<file path="config.mk">
export PLATFORM = sky130hd
export DESIGN_NAME = jtag_ir_ctl_flat
export DESIGN_NICKNAME = d
export VERILOG_FILES = /design/src/rtl/jtag_ir_pkg.sv /design/src/rtl/jtag_ir_ctl_if.sv /design/src/rtl/jtag_ir_decode.sv /design/src/rtl/jtag_ir_ctl.sv /design/src/flat_wrapper.sv
export SDC_FILE = /design/constraint.sdc
export NUM_CORES = 1
export LEC_CHECK = 0
export CAP_MARGIN = 20
export CORE_ASPECT_RATIO = 1.1
export CORE_MARGIN = 2
export CORE_UTILIZATION = 40
export DETAILED_ROUTE_END_ITERATION = 8
export GPL_TIMING_DRIVEN = 0
export PLACE_DENSITY = 0.77
export SETUP_SLACK_MARGIN = 0.02
export SYNTH_ARGS = -nofsm -noshare
export SYNTH_HDL_FRONTEND = slang
export SYNTH_SLANG_ARGS = --single-unit
</file>
<file path="constraint.sdc">
create_clock -name TCK -period 1.5 [get_ports TCK]
set_input_delay 0.3 -clock TCK [delete_from_list [all_inputs] [get_ports TCK]]
set_output_delay 0.3 -clock TCK [all_outputs]
set_load 0.01 [all_outputs]
</file>
<file path="src/rtl/jtag_ir_pkg.sv">
// Shared opcode constants, select-line struct and opcode legality check for the JTAG IR.
// Parity protection of instruction loads is enabled by defining JTAG_IR_PARITY_EN.
package jtag_ir_pkg;

    localparam int EXTEST  = 0;
    localparam int IDCODE  = 1;
    localparam int SAMPLE  = 2;
    localparam int MAX_IR_W = 32;
    // Truncate to the instruction width at the point of use; the low IR_W bits are all ones.
    localparam logic [MAX_IR_W-1:0] BYPASS_ALL1 = '1;
    localparam int USER_BASE_DFLT = 8;

    typedef struct packed {
        logic bypass;
        logic idcode;
        logic sample;
        logic extest;
    } ir_sel_t;

    function automatic logic ir_supported(input logic [MAX_IR_W-1:0] op,
                                          input int ir_w,
                                          input int num_user,
                                          input int user_base);
        logic [MAX_IR_W-1:0] all1;
        logic                ok;
        all1 = BYPASS_ALL1 >> (MAX_IR_W - ir_w);
        ok = (op == MAX_IR_W'(EXTEST)) || (op == MAX_IR_W'(IDCODE)) ||
             (op == MAX_IR_W'(SAMPLE)) || (op == all1);
        if ((op >= MAX_IR_W'(user_base)) && (op < MAX_IR_W'(user_base + num_user)))
            ok = 1'b1;
        return ok;
    endfunction

endpackage

</file>
<file path="src/rtl/jtag_ir_ctl_if.sv">
// TAP-side strobes and IR outputs; the slave modport is the IR controller, master is the TAP.
// The IR_PARITY_ERR member exists only when JTAG_IR_PARITY_EN is defined.
interface jtag_ir_ctl_if #(
    parameter int IR_W     = 4,
    parameter int NUM_USER = 2
);
    localparam int UW = (NUM_USER > 0) ? NUM_USER : 1;

    // Strobes are level qualifiers on a single TCK edge: no valid/ready, each is high for exactly one TCK.
    logic            TDI;
    logic            CAPTUREIR;
    logic            SHIFTIR;
    logic            UPDATEIR;
    logic [IR_W-3:0] IR_STATUS;
    logic            INSTR_TDO;
    logic [IR_W-1:0] LATCH_JTAG_IR;
    logic            SEL_BYPASS;
    logic            SEL_IDCODE;
    logic            SEL_SAMPLE;
    logic            SEL_EXTEST;
    logic [UW-1:0]   SEL_USER;
`ifdef JTAG_IR_PARITY_EN
    logic            IR_PARITY_ERR;
`endif

    modport slave (
        input  TDI, CAPTUREIR, SHIFTIR, UPDATEIR, IR_STATUS,
        output INSTR_TDO, LATCH_JTAG_IR, SEL_BYPASS, SEL_IDCODE, SEL_SAMPLE, SEL_EXTEST, SEL_USER
`ifdef JTAG_IR_PARITY_EN
        , output IR_PARITY_ERR
`endif
    );

    modport master (
        output TDI, CAPTUREIR, SHIFTIR, UPDATEIR, IR_STATUS,
        input  INSTR_TDO, LATCH_JTAG_IR, SEL_BYPASS, SEL_IDCODE, SEL_SAMPLE, SEL_EXTEST, SEL_USER
`ifdef JTAG_IR_PARITY_EN
        , input IR_PARITY_ERR
`endif
    );

endinterface

</file>
<file path="src/rtl/jtag_ir_decode.sv">
// Combinational opcode legaliser: unsupported or parity-failed opcodes become BYPASS,
// and the legal opcode is decoded into exactly one select line.
module jtag_ir_decode
    import jtag_ir_pkg::*;
#(
    parameter int IR_W      = 4,
    parameter int NUM_USER  = 2,
    parameter int USER_BASE = USER_BASE_DFLT,
    localparam int UW       = (NUM_USER > 0) ? NUM_USER : 1
) (
    input  logic [IR_W-1:0] opcode_i,
    input  logic            parity_ok_i,
    output logic [IR_W-1:0] legal_o,
    output ir_sel_t         sel_o,
    output logic [UW-1:0]   sel_user_o
);

    logic supported;

    always_comb begin
        supported  = parity_ok_i &&
                     ir_supported(MAX_IR_W'(opcode_i), IR_W, NUM_USER, USER_BASE);
        legal_o    = supported ? opcode_i : '1;
        sel_o      = '0;
        sel_user_o = '0;
        // Fixed opcodes take precedence so a user range overlapping them cannot break one-hot.
        if (legal_o == IR_W'(EXTEST)) begin
            sel_o.extest = 1'b1;
        end else if (legal_o == IR_W'(IDCODE)) begin
            sel_o.idcode = 1'b1;
        end else if (legal_o == IR_W'(SAMPLE)) begin
            sel_o.sample = 1'b1;
        end else if (legal_o == {IR_W{1'b1}}) begin
            sel_o.bypass = 1'b1;
        end else begin
            for (int k = 0; k < NUM_USER; k++) begin
                if (legal_o == IR_W'(USER_BASE + k))
                    sel_user_o[k] = 1'b1;
            end
        end
    end

endmodule

</file>
<file path="src/rtl/jtag_ir_ctl.sv">
// JTAG instruction register: capture, LSB-first shift, update with registered decode.
// Define JTAG_IR_PARITY_EN for an extra even-parity bit and the sticky IR_PARITY_ERR flag.
module jtag_ir_ctl
    import jtag_ir_pkg::*;
#(
    parameter int IR_W        = 4,
    parameter int NUM_USER    = 2,
    parameter int USER_BASE   = USER_BASE_DFLT,
    parameter int RESET_INSTR = IDCODE
) (
    input logic           TCK,
    input logic           TAP_RST,
    jtag_ir_ctl_if.slave  ir
);

`ifdef JTAG_IR_PARITY_EN
    localparam int PAR_W = 1;
`else
    localparam int PAR_W = 0;
`endif
    localparam int SR_W = IR_W + PAR_W;
    localparam int UW   = (NUM_USER > 0) ? NUM_USER : 1;

    logic [SR_W-1:0] sr_q, sr_d;
    logic [IR_W-1:0] latch_q, latch_d;
    ir_sel_t         sel_q, sel_d;
    logic [UW-1:0]   sel_user_q, sel_user_d;
    logic            perr_q, perr_d;

    logic [IR_W-1:0] dec_op;
    logic            dec_parity_ok;
    logic            parity_ok;
    logic [IR_W-1:0] dec_legal;
    ir_sel_t         dec_sel;
    logic [UW-1:0]   dec_sel_user;

`ifdef JTAG_IR_PARITY_EN
    assign parity_ok = ~(^sr_q);
`else
    assign parity_ok = 1'b1;
`endif

    // The single decoder also produces the reset selects by steering RESET_INSTR in during reset.
    assign dec_op        = TAP_RST ? IR_W'(RESET_INSTR) : sr_q[IR_W-1:0];
    assign dec_parity_ok = TAP_RST | parity_ok;

    jtag_ir_decode #(
        .IR_W      (IR_W),
        .NUM_USER  (NUM_USER),
        .USER_BASE (USER_BASE)
    ) u_decode (
        .opcode_i    (dec_op),
        .parity_ok_i (dec_parity_ok),
        .legal_o     (dec_legal),
        .sel_o       (dec_sel),
        .sel_user_o  (dec_sel_user)
    );

    always_comb begin
        sr_d = sr_q;
        if (TAP_RST) begin
            sr_d = SR_W'(2'b01);
        end else if (ir.CAPTUREIR) begin
            sr_d[IR_W-1:0] = {ir.IR_STATUS, 2'b01};
`ifdef JTAG_IR_PARITY_EN
            sr_d[SR_W-1] = perr_q;
`endif
        end else if (ir.SHIFTIR) begin
            sr_d = {ir.TDI, sr_q[SR_W-1:1]};
        end
    end

    // Update samples the pre-edge sr_q, so a coincident shift does not disturb the loaded opcode.
    always_comb begin
        latch_d    = latch_q;
        sel_d      = sel_q;
        sel_user_d = sel_user_q;
        perr_d     = perr_q;
        if (TAP_RST || ir.UPDATEIR) begin
            latch_d    = dec_legal;
            sel_d      = dec_sel;
            sel_user_d = dec_sel_user;
        end
        if (TAP_RST)
            perr_d = 1'b0;
        else if (ir.UPDATEIR && !parity_ok)
            perr_d = 1'b1;
    end

    always_ff @(posedge TCK) begin
        sr_q       <= sr_d;
        latch_q    <= latch_d;
        sel_q      <= sel_d;
        sel_user_q <= sel_user_d;
        perr_q     <= perr_d;
    end

    assign ir.INSTR_TDO     = sr_q[0];
    assign ir.LATCH_JTAG_IR = latch_q;
    assign ir.SEL_BYPASS    = sel_q.bypass;
    assign ir.SEL_IDCODE    = sel_q.idcode;
    assign ir.SEL_SAMPLE    = sel_q.sample;
    assign ir.SEL_EXTEST    = sel_q.extest;
    assign ir.SEL_USER      = sel_user_q;
`ifdef JTAG_IR_PARITY_EN
    assign ir.IR_PARITY_ERR = perr_q;
`endif

endmodule

</file>
<file path="src/flat_wrapper.sv">
// flat-port wrapper written by rule: the top's interface ports become plain ports
module jtag_ir_ctl_flat import jtag_ir_pkg::*;
#(
    parameter int IR_W        = 4,
    parameter int NUM_USER    = 2,
    parameter int USER_BASE   = USER_BASE_DFLT,
    parameter int RESET_INSTR = IDCODE
)
  (TCK, TAP_RST, ir_TDI, ir_CAPTUREIR, ir_SHIFTIR, ir_UPDATEIR, ir_IR_STATUS, ir_INSTR_TDO, ir_LATCH_JTAG_IR, ir_SEL_BYPASS, ir_SEL_IDCODE, ir_SEL_SAMPLE, ir_SEL_EXTEST, ir_SEL_USER);
  jtag_ir_ctl_if #(.IR_W(IR_W), .NUM_USER(NUM_USER)) ir_i ();
  input logic TCK;
  input logic TAP_RST;
  input wire logic [$bits(ir_i.TDI)-1:0] ir_TDI;
  input wire logic [$bits(ir_i.CAPTUREIR)-1:0] ir_CAPTUREIR;
  input wire logic [$bits(ir_i.SHIFTIR)-1:0] ir_SHIFTIR;
  input wire logic [$bits(ir_i.UPDATEIR)-1:0] ir_UPDATEIR;
  input wire logic [$bits(ir_i.IR_STATUS)-1:0] ir_IR_STATUS;
  output wire logic [$bits(ir_i.INSTR_TDO)-1:0] ir_INSTR_TDO;
  output wire logic [$bits(ir_i.LATCH_JTAG_IR)-1:0] ir_LATCH_JTAG_IR;
  output wire logic [$bits(ir_i.SEL_BYPASS)-1:0] ir_SEL_BYPASS;
  output wire logic [$bits(ir_i.SEL_IDCODE)-1:0] ir_SEL_IDCODE;
  output wire logic [$bits(ir_i.SEL_SAMPLE)-1:0] ir_SEL_SAMPLE;
  output wire logic [$bits(ir_i.SEL_EXTEST)-1:0] ir_SEL_EXTEST;
  output wire logic [$bits(ir_i.SEL_USER)-1:0] ir_SEL_USER;
  assign ir_i.TDI = ir_TDI;
  assign ir_i.CAPTUREIR = ir_CAPTUREIR;
  assign ir_i.SHIFTIR = ir_SHIFTIR;
  assign ir_i.UPDATEIR = ir_UPDATEIR;
  assign ir_i.IR_STATUS = ir_IR_STATUS;
  assign ir_INSTR_TDO = ir_i.INSTR_TDO;
  assign ir_LATCH_JTAG_IR = ir_i.LATCH_JTAG_IR;
  assign ir_SEL_BYPASS = ir_i.SEL_BYPASS;
  assign ir_SEL_IDCODE = ir_i.SEL_IDCODE;
  assign ir_SEL_SAMPLE = ir_i.SEL_SAMPLE;
  assign ir_SEL_EXTEST = ir_i.SEL_EXTEST;
  assign ir_SEL_USER = ir_i.SEL_USER;
  jtag_ir_ctl #(.IR_W(IR_W), .NUM_USER(NUM_USER), .USER_BASE(USER_BASE), .RESET_INSTR(RESET_INSTR)) u_core (.TCK(TCK), .TAP_RST(TAP_RST), .ir(ir_i));
endmodule
</file>
==> flow_metrics.env <==
export IMPL_synthTopCellsByCount="10 x edfxtp_1, 4 x a21oi_1, 4 x dfxtp_1, 4 x mux2i_1, 3 x inv_1"
export IMPL_fp_dieW_um=40.7
export IMPL_required_ns=1.20
export IMPL_synthDistinctLibCells=20
export IMPL_period_share_pct=95.4
export IMPL_drtPass1Iterations=2
export IMPL_dp_slack_ns=-0.0874
export IMPL_routed_wl_um=947
export IMPL_fmax_mhz=699
export IMPL_cp_depth=1
export IMPL_worstMarginPinSlew_ns=0.418
export IMPL_clk_pin_slew_worst_paths_ns=0.08
export IMPL_cts_root_buf="clkbuf_4"
export IMPL_cp_max_fo=2
export IMPL_vias=431
export IMPL_ant_nets=0
export IMPL_slew_headroom_pct=72.2
export IMPL_dp_cells=80
export IMPL_setup_viol=0
export IMPL_pwr_share_seq_pct=58.2
export IMPL_synth_warnings=0
export IMPL_grt_overflow=0
export IMPL_die_area_um2=1810
export IMPL_yosysTopAreaCellShare_pct=50.6
export IMPL_async_flop_share_pct=0
export IMPL_cts_tree="yes"
export IMPL_multiInputGateArea_um2=183
export IMPL_clock_latency_ns=0.28
export IMPL_wl_per_cell_um=11.4
export IMPL_top_usage_layer="met2"
export IMPL_critPathSlowestCell="clkdlybuf4s50_1"
export IMPL_p_per_area_nw_per_um2=957
export IMPL_syn_to_final_growth_pct=36.3
export IMPL_worst_r2r_setup_slack_ns=0.38
export IMPL_synthTopCellsByArea="edfxtp_1 51%, dfxtp_1 14%, mux2i_1 6.8%"
export IMPL_post_cts_buffers=0
export IMPL_cts_sinks=14
export IMPL_switching_power_w=0.000173
export IMPL_intPower_w=0.000600
export IMPL_portBuffers=17
export IMPL_gp_congestion=0.755
export IMPL_drive_gt1_share_pct=13.4
export IMPL_synth_cells=47
export IMPL_p_leak_nw=0.310
export IMPL_period_minus_slack_ns=1.43
export IMPL_grtUsageMet1_pct=17.0
export IMPL_crit_end="ir_INSTR_TDO"
export IMPL_start_util_pct=42.9
export IMPL_rsz0062_at_grt="false"
export IMPL_cts_buffer_depth=2
export IMPL_reg2reg_depth=2
export IMPL_grt_use_met3_pct=3.02
export IMPL_antenna_cells=0
export IMPL_rows=14
export IMPL_slew_viol_final=0
export IMPL_worstSetupStartpoint="u_core.sr_q[0]$_SDFFE_PP1P_"
export IMPL_synth_edf_count=10
export IMPL_r2r_end="u_core.ir.SEL_USER[1]$_SDFFCE_PP0P_"
export IMPL_via_per_inst=5.19
export IMPL_fp_coreArea_um2=1380
export IMPL_crit_buf_inv=1
export IMPL_end_kind="primary output"
export IMPL_ff_latch_area_um2=380
export IMPL_ys_ff_latch=14
export IMPL_synth_nets=55
export IMPL_max_stage_delay_ns=0.53
export IMPL_ir_drop_uv=420
export IMPL_avgSynthCellArea_um2=12.6
export IMPL_cp_arrival_ns=1.13
export IMPL_cp_top_family="buffers and inverters"
export IMPL_synth_seq_area_share_pct=64.1
export IMPL_grt_pass1_vias=385
export IMPL_hold_violations=0
export IMPL_start_kind="register"
export IMPL_switching_share_pct=22.4
export IMPL_track_usage_pct=13.9
export IMPL_fin_area_um2=808
export IMPL_hp_class="in -> reg"
export IMPL_dp_hpwl_um=713
export IMPL_placed_cell_area_um2=783
export IMPL_criticalPathCategory="reg -> out"
export IMPL_drcViolationCount=0
export IMPL_cap_violations=0
export IMPL_antenna_found_initial=0
export IMPL_mappedNetlistArea_um2=593
export IMPL_stdcell_count=83
export IMPL_fill_cells=127
export IMPL_crit_chain="clkdlybuf4s50_1"
export IMPL_p_clk_share_pct=26.7
export IMPL_r2r_start="u_core.sr_q[3]$_SDFFE_PP0P_"
export IMPL_use_met2_pct=21.0
export IMPL_yosysTopAreaCell="edfxtp_1"
export IMPL_drtIter0Drc=10
export IMPL_cts_htree_levels=1
export IMPL_outcome="finished clean"
export IMPL_power_w=0.000773
export IMPL_grt_first_pass_wirelength_um=1660
export IMPL_final_nets=77
export IMPL_timing_final_ws_setup_ns=0.0685
export IMPL_postCtsHoldBufs=0
export IMPL_synth_most_common_cell="edfxtp_1"
export IMPL_io_pins=19
export IMPL_cts_made_buffers=3
export IMPL_fin_worst_skew_ns=0.000902
export IMPL_p_comb_share_pct=15.0
export IMPL_grt_max_degree=11
export IMPL_synth_ff_type="edfxtp_1"
export IMPL_fp_dieH_um=44.4
export IMPL_tns_ns=0
[flip-flops by register name, indices dropped and copies added (netlist names)]
name	cells
u_core.sr_q	4
u_core.ir.SEL_IDCODE	1
u_core.ir.SEL_SAMPLE	1
u_core.ir.SEL_BYPASS	1
u_core.ir.SEL_EXTEST	1
u_core.ir.LATCH_JTAG_IR	4
u_core.ir.SEL_USER	2
[how the worst min path moves through the flow]
stage,cells after the start,from,to
final,3,ir_SHIFTIR,u_core.sr_q[0]$_SDFFE_PP1P_
after global placement,2,u_core.sr_q[2]$_SDFFE_PP0P_,u_core.sr_q[1]$_SDFFE_PP0P_
after global routing,3,ir_SHIFTIR,u_core.sr_q[0]$_SDFFE_PP1P_
after detailed placement,2,u_core.sr_q[2]$_SDFFE_PP0P_,u_core.sr_q[1]$_SDFFE_PP0P_
after CTS,3,ir_SHIFTIR,u_core.sr_q[0]$_SDFFE_PP1P_
after floorplan,1,ir_CAPTUREIR,u_core.sr_q[1]$_SDFFE_PP0P_
[cell usage in the layout (no fill, tap or decap), drive strengths merged]
master         count
or3b               1
a21oi              4
inv                3
nor2               2
nor4b              2
nor3b              1
nor3               2
mux2i              4
clkbuf             5
a31o               1
nand2              2
dlymetal6s2s       1
dfxtp              4
a211oi             2
or2                1
o21ai              1
nor2b              2
buf                2
edfxtp            10
clkdlybuf4s50     16
a2111o             1
[routing by layer]
metal | vias up | wire (µm)
met5 | - | 0
met4 | 0 | 29
li1 | 215 | -
met1 | 195 | 387
met3 | 5 | 48
met2 | 16 | 481
[through the flow]
step                      utilization [%]  hold slack [ns]
after floorplan                         -            0.377
after global placement               56.6            0.586
after detailed placement             56.6            0.590
after CTS                            58.2            0.358
after global routing                 58.4            0.391
final                                58.4            0.354
[power groups by stage]
stage          combinational (W)  sequential [W]  clock [W]
6_report                0.000116        0.000450   0.000207
5_1_grt                 0.000128        0.000454   0.000225
4_1_cts                 0.000118        0.000451   0.000211
3_5_place_dp            0.000118        0.000460          0
3_3_place_gp            0.000115        0.000459          0
2_1_floorplan          0.0000440        0.000470          0
[kinds of logic after synthesis]
| logic type | after synthesis | synth area share (%) |
|---|---|---|
| muxes | 4 | 6.75 |
| DFF | 14 | 64.1 |
| buffers and inverters | 7 | 5.06 |
| and+or+nand+nor | 13 | 13.9 |
| AOI/OAI and AO/OA | 9 | 10.1 |
[what timing repair did]
| action | in CTS | in global routing |
|---|---|---|
| endpoints found under the setup margin | 0 | 1 |
| gates resized for setup | 0 | 1 |
| hold endpoints to repair | 0 | 0 |
[layout make-up]
| cell class | instances | share of cell area, % |
|---|---|---|
| flip-flops and latches | 14 | 47.1 |
| multi-input cells | 26 | 22.6 |
| repair buffers | 17 | 21.4 |
| clock buffers | 3 | 2.79 |
| well taps | 16 | 2.48 |
| plain buffers | 4 | 2.32 |
| inverters | 3 | 1.39 |
No activity file was read; power rests on OpenSTA's default activity.
